## src/rtl/negate_arbiter.sv

```systemverilog
`default_nettype none
// ============================================================================
// Module   : negate_arbiter
// Function : Two-requester round-robin arbiter feeding a nibble-serial 8-bit
//            two's-complement negator built around one shared 4-bit adder.
// Revision : 1.0
// ============================================================================
module negate_arbiter (
    input  logic       clk,
    input  logic       rst_n,
    input  logic       en,
    input  logic [1:0] req,
    input  logic [7:0] A0,
    input  logic [7:0] A1,
    output logic [1:0] gnt,
    output logic       busy,
    output logic       done,
    output logic       done_id,
    output logic [7:0] Output,
    output logic       c_out,
    output logic       ovf
);

    typedef enum logic [1:0] {
        S_IDLE = 2'd0,
        S_LOW  = 2'd1,
        S_HIGH = 2'd2,
        S_DONE = 2'd3
    } state_t;

    state_t     state_q, state_d;
    logic [7:0] op_q,    op_d;
    logic [1:0] gnt_q,   gnt_d;
    logic       done_q,  done_d;
    logic       id_q,    id_d;
    logic       rr_q,    rr_d;
    logic [7:0] out_q,   out_d;
    logic       cy_q,    cy_d;
    logic       cout_q,  cout_d;
    logic       ovf_q,   ovf_d;

    logic [3:0] add_a;
    logic       add_b;
    logic [4:0] add_sum;
    logic       pick;

    // Shared nibble adder: low nibble adds the +1, high nibble adds the carry.
    assign add_a   = (state_q == S_LOW) ? ~op_q[3:0] : ~op_q[7:4];
    assign add_b   = (state_q == S_LOW) ? 1'b1 : cy_q;
    assign add_sum = {1'b0, add_a} + {4'b0000, add_b};

    // rr_q holds the last completed requester; on contention the other wins.
    assign pick = (req == 2'b11) ? ~rr_q : req[1];

    always_comb begin
        state_d = state_q;
        op_d    = op_q;
        gnt_d   = gnt_q;
        done_d  = done_q;
        id_d    = id_q;
        rr_d    = rr_q;
        out_d   = out_q;
        cy_d    = cy_q;
        cout_d  = cout_q;
        ovf_d   = ovf_q;
        if (en) begin
            done_d = 1'b0;
            case (state_q)
                S_IDLE: begin
                    gnt_d = 2'b00;
                    if (req != 2'b00) begin
                        id_d    = pick;
                        op_d    = pick ? A1 : A0;
                        gnt_d   = pick ? 2'b10 : 2'b01;
                        state_d = S_LOW;
                    end
                end
                S_LOW: begin
                    out_d[3:0] = add_sum[3:0];
                    cy_d       = add_sum[4];
                    state_d    = S_HIGH;
                end
                S_HIGH: begin
                    out_d[7:4] = add_sum[3:0];
                    cout_d     = add_sum[4];
                    ovf_d      = (op_q == 8'h80);
                    state_d    = S_DONE;
                end
                S_DONE: begin
                    // Grant stays up through the done pulse; IDLE drops it.
                    done_d  = 1'b1;
                    rr_d    = id_q;
                    state_d = S_IDLE;
                end
                default: state_d = S_IDLE;
            endcase
        end
    end

    always_ff @(posedge clk or negedge rst_n) begin
        if (!rst_n) begin
            state_q <= S_IDLE;
            op_q    <= 8'h00;
            gnt_q   <= 2'b00;
            done_q  <= 1'b0;
            id_q    <= 1'b0;
            rr_q    <= 1'b1;
            out_q   <= 8'h00;
            cy_q    <= 1'b0;
            cout_q  <= 1'b0;
            ovf_q   <= 1'b0;
        end else begin
            state_q <= state_d;
            op_q    <= op_d;
            gnt_q   <= gnt_d;
            done_q  <= done_d;
            id_q    <= id_d;
            rr_q    <= rr_d;
            out_q   <= out_d;
            cy_q    <= cy_d;
            cout_q  <= cout_d;
            ovf_q   <= ovf_d;
        end
    end

    assign gnt     = gnt_q;
    assign busy    = (state_q != S_IDLE);
    assign done    = done_q;
    assign done_id = id_q;
    assign Output  = out_q;
    assign c_out   = cout_q;
    assign ovf     = ovf_q;

endmodule
`default_nettype wire

```

## config.mk

```make
export PLATFORM = sky130hd
export DESIGN_NAME = negate_arbiter
export DESIGN_NICKNAME = d
export VERILOG_FILES = /design/src/rtl/negate_arbiter.sv
export SDC_FILE = /design/constraint.sdc
export NUM_CORES = 1
export LEC_CHECK = 0
export CAP_MARGIN = 10
export CELL_PAD_IN_SITES_DETAIL_PLACEMENT = 1
export CELL_PAD_IN_SITES_GLOBAL_PLACEMENT = 2
export CORE_AREA = 10 10 71 88
export CTS_CLUSTER_SIZE = 24
export DETAILED_ROUTE_END_ITERATION = 10
export DIE_AREA = 0 0 81 98
export PLACE_DENSITY_LB_ADDON = 0.05
export SLEW_MARGIN = 10
export SYNTH_ARGS = -nofsm -noshare
export SYNTH_HDL_FRONTEND = slang
export SYNTH_SLANG_ARGS = --single-unit
export TNS_END_PERCENT = 1
```

## constraint.sdc

```tcl
create_clock -name clk -period 2.6 [get_ports clk]
set_input_delay 0.52 -clock clk [delete_from_list [all_inputs] [get_ports clk]]
set_output_delay 0.52 -clock clk [all_outputs]
set_load 0.01 [all_outputs]
```

==> metrics.md, run 1 <==
| Metric | Value |
|---|---|
| Relative slew slack | `0.535` |
| Mean Syn Cell Area | `roughly 11 µm²` |
| Final nets | `between 150 and 200` |
| Met2 GRT Util | `0.143` |
| Top cell type by total area after synthesis | `dfrtp_1` |
| Synth Register Bits | `26` |
| Clock sinks | `26` |
| Congestion Overflow GR | `0` |
| Share of cells above drive strength 1 | `0.121` |
| Critical setup path kind | `flop to output port` |
| First-iteration detailed-routing DRC count | `28` |
| Final hold viol count | `0` |
| RSZ-0062 raised after global routing | `no` |
| Die Y | `98 µm` |
| Clock Skews | `between 7 and 8 ps` |
| Gpl congestion | `0.708` |
| Number of synthesized flops with an enable pin | `0` |
| Vias | `1,025` |
| N_diodes | `0` |
| Root Driver | `clkbuf_8` |
| CP startpoint kind | `flop` |
| Max-Cap Viols | `0` |
| Most numerous cell in the Yosys netlist | `dfrtp_1` |
| Vias per cell | `about 4.7` |
| Area contributors post-synth | `dfrtp_1 (48%), mux2i_1 (8.5%), nand2_1 (6.1%), ha_1 (5.8%), o21ai_1 (5.0%)` |
| Fmax | `roughly 460 MHz` |
| YS warnings | `0` |
| Least-Margin Pin Slew | `~700 ps` |
| Top delay family on crit path | `buffers and inverters` |
| Worst-path cell chain | `inv_1, ha_1, inv_2, clkdlybuf4s50_1` |
| Fraction of registers with async set/reset | `1.00` |
| Syn nets | `144` |
| Detailed Place HPWL | `between 2 and 3 mm` |
| Inserted Clock Buffers | `3` |
| Register area share after synthesis | `0.503` |
| Die Wd | `81 µm` |
| Setup Total Neg Slack | `0 ps` |
| Arr. time, crit path | `1680 ps` |
| Core Rows | `28` |
| Post-Route WL | `3.28 mm` |
| Antenna viol nets, final | `0` |
| Final Setup Violations | `0` |
| I/O pin cnt | `36` |
| Post-synth top cells | `dfrtp_1 (25), nand2_1 (21), o21ai_1 (13), mux2i_1 (11), ha_1 (6)` |
| Core Area | `0.00462 mm²` |
| Mapped Area | `0.00129 mm²` |
| Gate count after technology mapping | `117` |
| Initial antenna violation count | `0` |
| Final worst-path cycle share | `0.845` |
| Vias in the first global route | `1,113` |
| Post-CTS setup buffers | `0` |
| Met3 usage | `0.0193` |
| Tot Pwr | `2.06 mW` |
| Clk slew on worst S/H paths | `100 ps` |
| First-pass GRT wire length | `around 5.4 mm` |
| Largest net degree at the start of global routing | `27` |
| WP data required | `2080 ps` |
| R2r setup slk | `about 470 ps` |
| Pins Over Slew Limit | `0` |
| Met1 usage | `0.100` |
| Hold Crit Class | `flop to flop` |
| Hold WS | `485 ps` |
| Status | `completed` |
| WHS Path Cells | `2` |
| Worst R2R Path Depth | `7` |
| Maximum clock path buffer count | `2` |
| DRC Markers | `0` |
| Layout area overhead | `39.3%` |
| Die Area | `between 0.007 and 0.008 mm²` |
| Leak | `0.782 nW` |
| CTS H-tree depth | `1` |
| Global routing's busiest layer | `met2` |
| Yosys cell types | `35` |
| Starting density of the core | `0.280` |
| CTS tree | `built` |
| Port bufs | `35` |
| WL/cell | `15.1 µm` |
| Ys flop type | `dfrtp_1` |
| Number of buffers and inverters on the critical path | `3` |
| Min Tclk post-route | `2200 ps` |
| GRT Util Overall | `0.0853` |
| Post_cts resized | `0` |
| Critical-path top delay cell | `clkdlybuf4s50_1` |
| Layout fillers | `550` |
| Critical path depth | `4` |
| Crit Path Max Fanout | `5` |
| Post-synth top area share | `0.483` |
| Hold Buf Count CTS | `0` |
| First drt pass iteration count | `4` |
| Pwr dens | `1140 mW/mm²` |
| Clock latency on the worst-skew pair | `about 280 ps` |
| Peak supply drop | `0.311 mV` |
| Max incr delay on CP | `530 ps` |
| CP Capture Type | `output port` |
[tightest hold or removal path: stages, from the launching register on]
cell,delay (ps)
dfrtp_1,350
nand2_1,50
nand2_1,50
[cell type report]
cell class,count,area (µm²),share of cell area
inverter,4,15.0,0.00832
multi-input combinational,83,603,0.334
tap,60,75.1,0.0416
sequential,26,652,0.361
clock inverter,1,30.0,0.0166
timing repair buffer,40,388,0.215
clock buffer,3,41.3,0.0229
[power breakdown]
part | switching [mW] | internal [mW] | leakage (nW)
clock network | 0.136 | 0.206 | 0.0357
registers | 0.152 | 0.600 | 0.320
logic | 0.438 | 0.532 | 0.426
total | 0.726 | 1.34 | 0.782
[path summary, 6_finish.rpt]
kind / start / end
min reg2reg: ovf / ovf
max reg2reg: state_q[1] / Output[3]
min: ovf / ovf
min in group asynchronous: rst_n / done
max: state_q[0] / busy
max in group asynchronous: rst_n / rr_q
[layer usage]
| metal | wire length, µm | part of all wire |
|---|---|---|
| met5 | 0 | 0 |
| met4 | 47 | 0.014 |
| met3 | 168 | 0.051 |
| met2 | 1660 | 0.51 |
| met1 | 1400 | 0.43 |
[registers in the layout (all words and copies together) (netlist names)]
register	count
gnt	2
c_out	1
done	1
rr_q	1
state_q	2
op_q	8
cy_q	1
ovf	1
Output	8
done_id	1
[logic make-up (layout without fill, tap and decap cells)]
| family | count (synthesis) | count (layout) | synth area share |
|---|---|---|---|
| simple gates | 34 | 34 | 0.129 |
| fa+ha+maj | 6 | 6 | 0.0580 |
| flops | 26 | 26 | 0.503 |
| xor+xnor | 2 | 2 | 0.0135 |
| compound gates | 22 | 22 | 0.108 |
| mux | 19 | 19 | 0.157 |
| buf+inv | 8 | 48 | 0.0309 |
[metrics by stage]
step	std cells	worst slack (ps)	util	instance area (µm²)
floorplan	117	553	-	1290
global placement	213	578	0.375	1730
detailed placement	213	511	0.375	1730
CTS	217	388	0.390	1800
global route	217	260	0.390	1800
finish	217	404	0.390	1800
[placed cells by master, fill, tap and decap left out, drive strengths merged]
cell | synthesis | layout
nor4bb | 1 | 1
a2bb2oi | 1 | 1
clkbuf | 1 | 3
nor3b | 1 | 1
o21ai | 15 | 15
o211ai | 1 | 1
o31a | 1 | 1
dfrtp | 25 | 25
ha | 6 | 6
nand4 | 2 | 2
xor2 | 1 | 1
a32o | 1 | 1
nor4 | 1 | 1
xnor2 | 1 | 1
nand2 | 21 | 21
inv | 4 | 4
o311ai | 1 | 1
o2111ai | 1 | 1
a21boi | 1 | 1
or2 | 2 | 2
or4 | 1 | 1
buf | 3 | 5
mux2i | 11 | 11
nor2 | 1 | 1
mux2 | 8 | 8
nor4b | 2 | 2
bufinv | 0 | 1
dfstp | 1 | 1
nand3 | 1 | 1
nor3 | 1 | 1
clkdlybuf4s50 | 0 | 35
Note: power is estimated with default switching activity, not from simulation.
==> run 2: changes to the inputs <==
CORE_AREA = 10 10 75 92   (was 10 10 71 88)
DIE_AREA = 0 0 85 102   (was 0 0 81 98)
clock period = 1.8 ns   (was 2.6 ns; I/O delays follow)
==> run 2 against run 1 <==
Effect of this change:
- the flow now finishes with violations (setup timing)
- final cell count grew 5.1%
- sequential power increased by 48%
- core utilization shrank 0.47 points
- design area increased by 9.3%
==> metrics.md, run 2 (synthesis results as in run 1) <==
| Metric | Value |
|---|---|
| Final hold viol count | `0` |
| Largest net degree at the start of global routing | `27` |
| Inserted Clock Buffers | `3` |
| Gpl congestion | `0.752` |
| CP startpoint kind | `flop` |
| WL/cell | `about 16 µm` |
| Min Tclk post-route | `1840 ps` |
| Final std cell area, no fill | `roughly 0.0020 mm²` |
| Worst R2R Path Depth | `6` |
| Fmax | `542 MHz` |
| Port bufs | `35` |
| Antenna viol nets, final | `0` |
| Pins Over Slew Limit | `0` |
| Commonest non-fill, non-tap cell in the layout | `clkdlybuf4s50_1` |
| Vias | `1,056` |
| Maximum clock path buffer count | `2` |
| Max-Cap Viols | `0` |
| Leak | `between 0.8 and 0.9 nW` |
| Die Y | `102 µm` |
| Clock latency on the worst-skew pair | `270 ps` |
| First drt pass iteration count | `3` |
| Post-Place Setup Slack | `4.26 ps` |
| Tot Pwr | `roughly 3.4 mW` |
| Detailed Place HPWL | `around 2.9 mm` |
| Share of cells above drive strength 1 | `0.241` |
| Setup Total Neg Slack | `-44.1 ps` |
| Peak supply drop | `0.468 mV` |
| Clock Skews | `4.65 ps` |
| Initial antenna violation count | `0` |
| Critical setup path kind | `flop to flop` |
| Core Rows | `29` |
| N_diodes | `0` |
| First-pass GRT wire length | `just over 6 mm` |
| GRT Util Overall | `0.0859` |
| R2R Path Start | `state_q[0]` |
| Die Area | `0.00867 mm²` |
| Hold Crit Class | `input pin to async pin` |
| Final worst-path cycle share | `1.02` |
| CTS H-tree depth | `1` |
| Core Area | `between 0.005 and 0.006 mm²` |
| Congestion Overflow GR | `0` |
| Root Driver | `clkbuf_8` |
| Clock sinks | `26` |
| Most frequent cells in the layout | `clkdlybuf4s50_1 (34), dfrtp_1 (25), nand2_1 (21), buf_4 (14), o21ai_1 (13)` |
| Crit Path Max Fanout | `4` |
| Pwr dens | `roughly 1700 mW/mm²` |
| CP Capture Type | `flop` |
| Status | `complete, but fails checks` |
| Final nets | `between 150 and 200` |
| RSZ-0062 raised after global routing | `yes` |
| Die Wd | `between 80 and 90 µm` |
| Worst R2R End | `Output[7]` |
| Layout fillers | `569` |
| Post-Route WL | `3.58 mm` |
| DRC Markers | `0` |
| Failing checks | `setup timing` |
| PnR worst setup slack | `-44.1 ps` |
| First-iteration detailed-routing DRC count | `36` |
| Vias per cell | `4.63` |
| Starting density of the core | `0.253` |
| Area after DPL | `0.00183 mm²` |
| Arr. time, crit path | `2060 ps` |
| Layout area overhead | `52.3%` |
| R2r setup slk | `-40 ps` |
| Final Setup Violations | `1` |
| Vias in the first global route | `around 1,300` |
| I/O pin cnt | `36` |
| Relative slew slack | `0.748` |
| Clk slew on worst S/H paths | `90 ps` |
| CTS tree | `built` |
| WP data required | `2020 ps` |
| Least-Margin Pin Slew | `roughly 370 ps` |
## run 2: through the flow
step | util | instances | hold slack, ps
finish | 0.385 | 228 | 451
global route | 0.385 | 228 | 477
floorplan | - | 117 | 64.4
global placement | 0.357 | 222 | 463
CTS | 0.371 | 226 | 453
detailed placement | 0.357 | 222 | 471
## run 2: what timing repair did
item | in CTS | in global routing
hold buffers | 0 | 0
hold endpoints to repair | 0 | 0
buffers inserted | 0 | 2
resized for setup | 1 | 11
endpoints found under the setup margin | 2 | 9
pin swaps | 0 | 3
## run 2: per-layer routing
layer	share of wire	track usage
met5	0	0
met4	0.013	0.0305
met3	0.048	0.0239
met2	0.53	0.148
met1	0.41	0.0991
## run 2: cell type report
cell class / count / area, µm² / share of cell area
well taps: 62 / 77.6 / 0.0393
flip-flops and latches: 26 / 652 / 0.331
multi-input cells: 83 / 702 / 0.356
inverters: 4 / 15.0 / 0.00761
repair buffers: 49 / 454 / 0.230
clock buffers: 3 / 41.3 / 0.0209
clock inverters: 1 / 30.0 / 0.0152
## run 2: power breakdown
group,leakage (nW),switching (mW),internal (mW)
Sequential,0.320,0.247,0.866
Clock,0.0357,0.189,0.298
Combinational,0.480,0.756,1.03
Total,0.836,1.19,2.20
## run 2: worst max-delay path by stage
stage	startpoint	end	cells after the start
after CTS	state_q[1]	Output[7]	7
after detailed placement	state_q[1]	Output[7]	7
after floorplan	state_q[1]	Output[7]	8
after global routing	state_q[0]	Output[7]	6
final	state_q[0]	Output[7]	6
after global placement	state_q[1]	Output[7]	7
## run 2: critical path: stages, from the launching register on
cell and delay (ps):
dfrtp_1 430, ha_4 190, or2_4 240, ha_4 170, nor4bb_4 160, or4_4 540, nand3_2 60
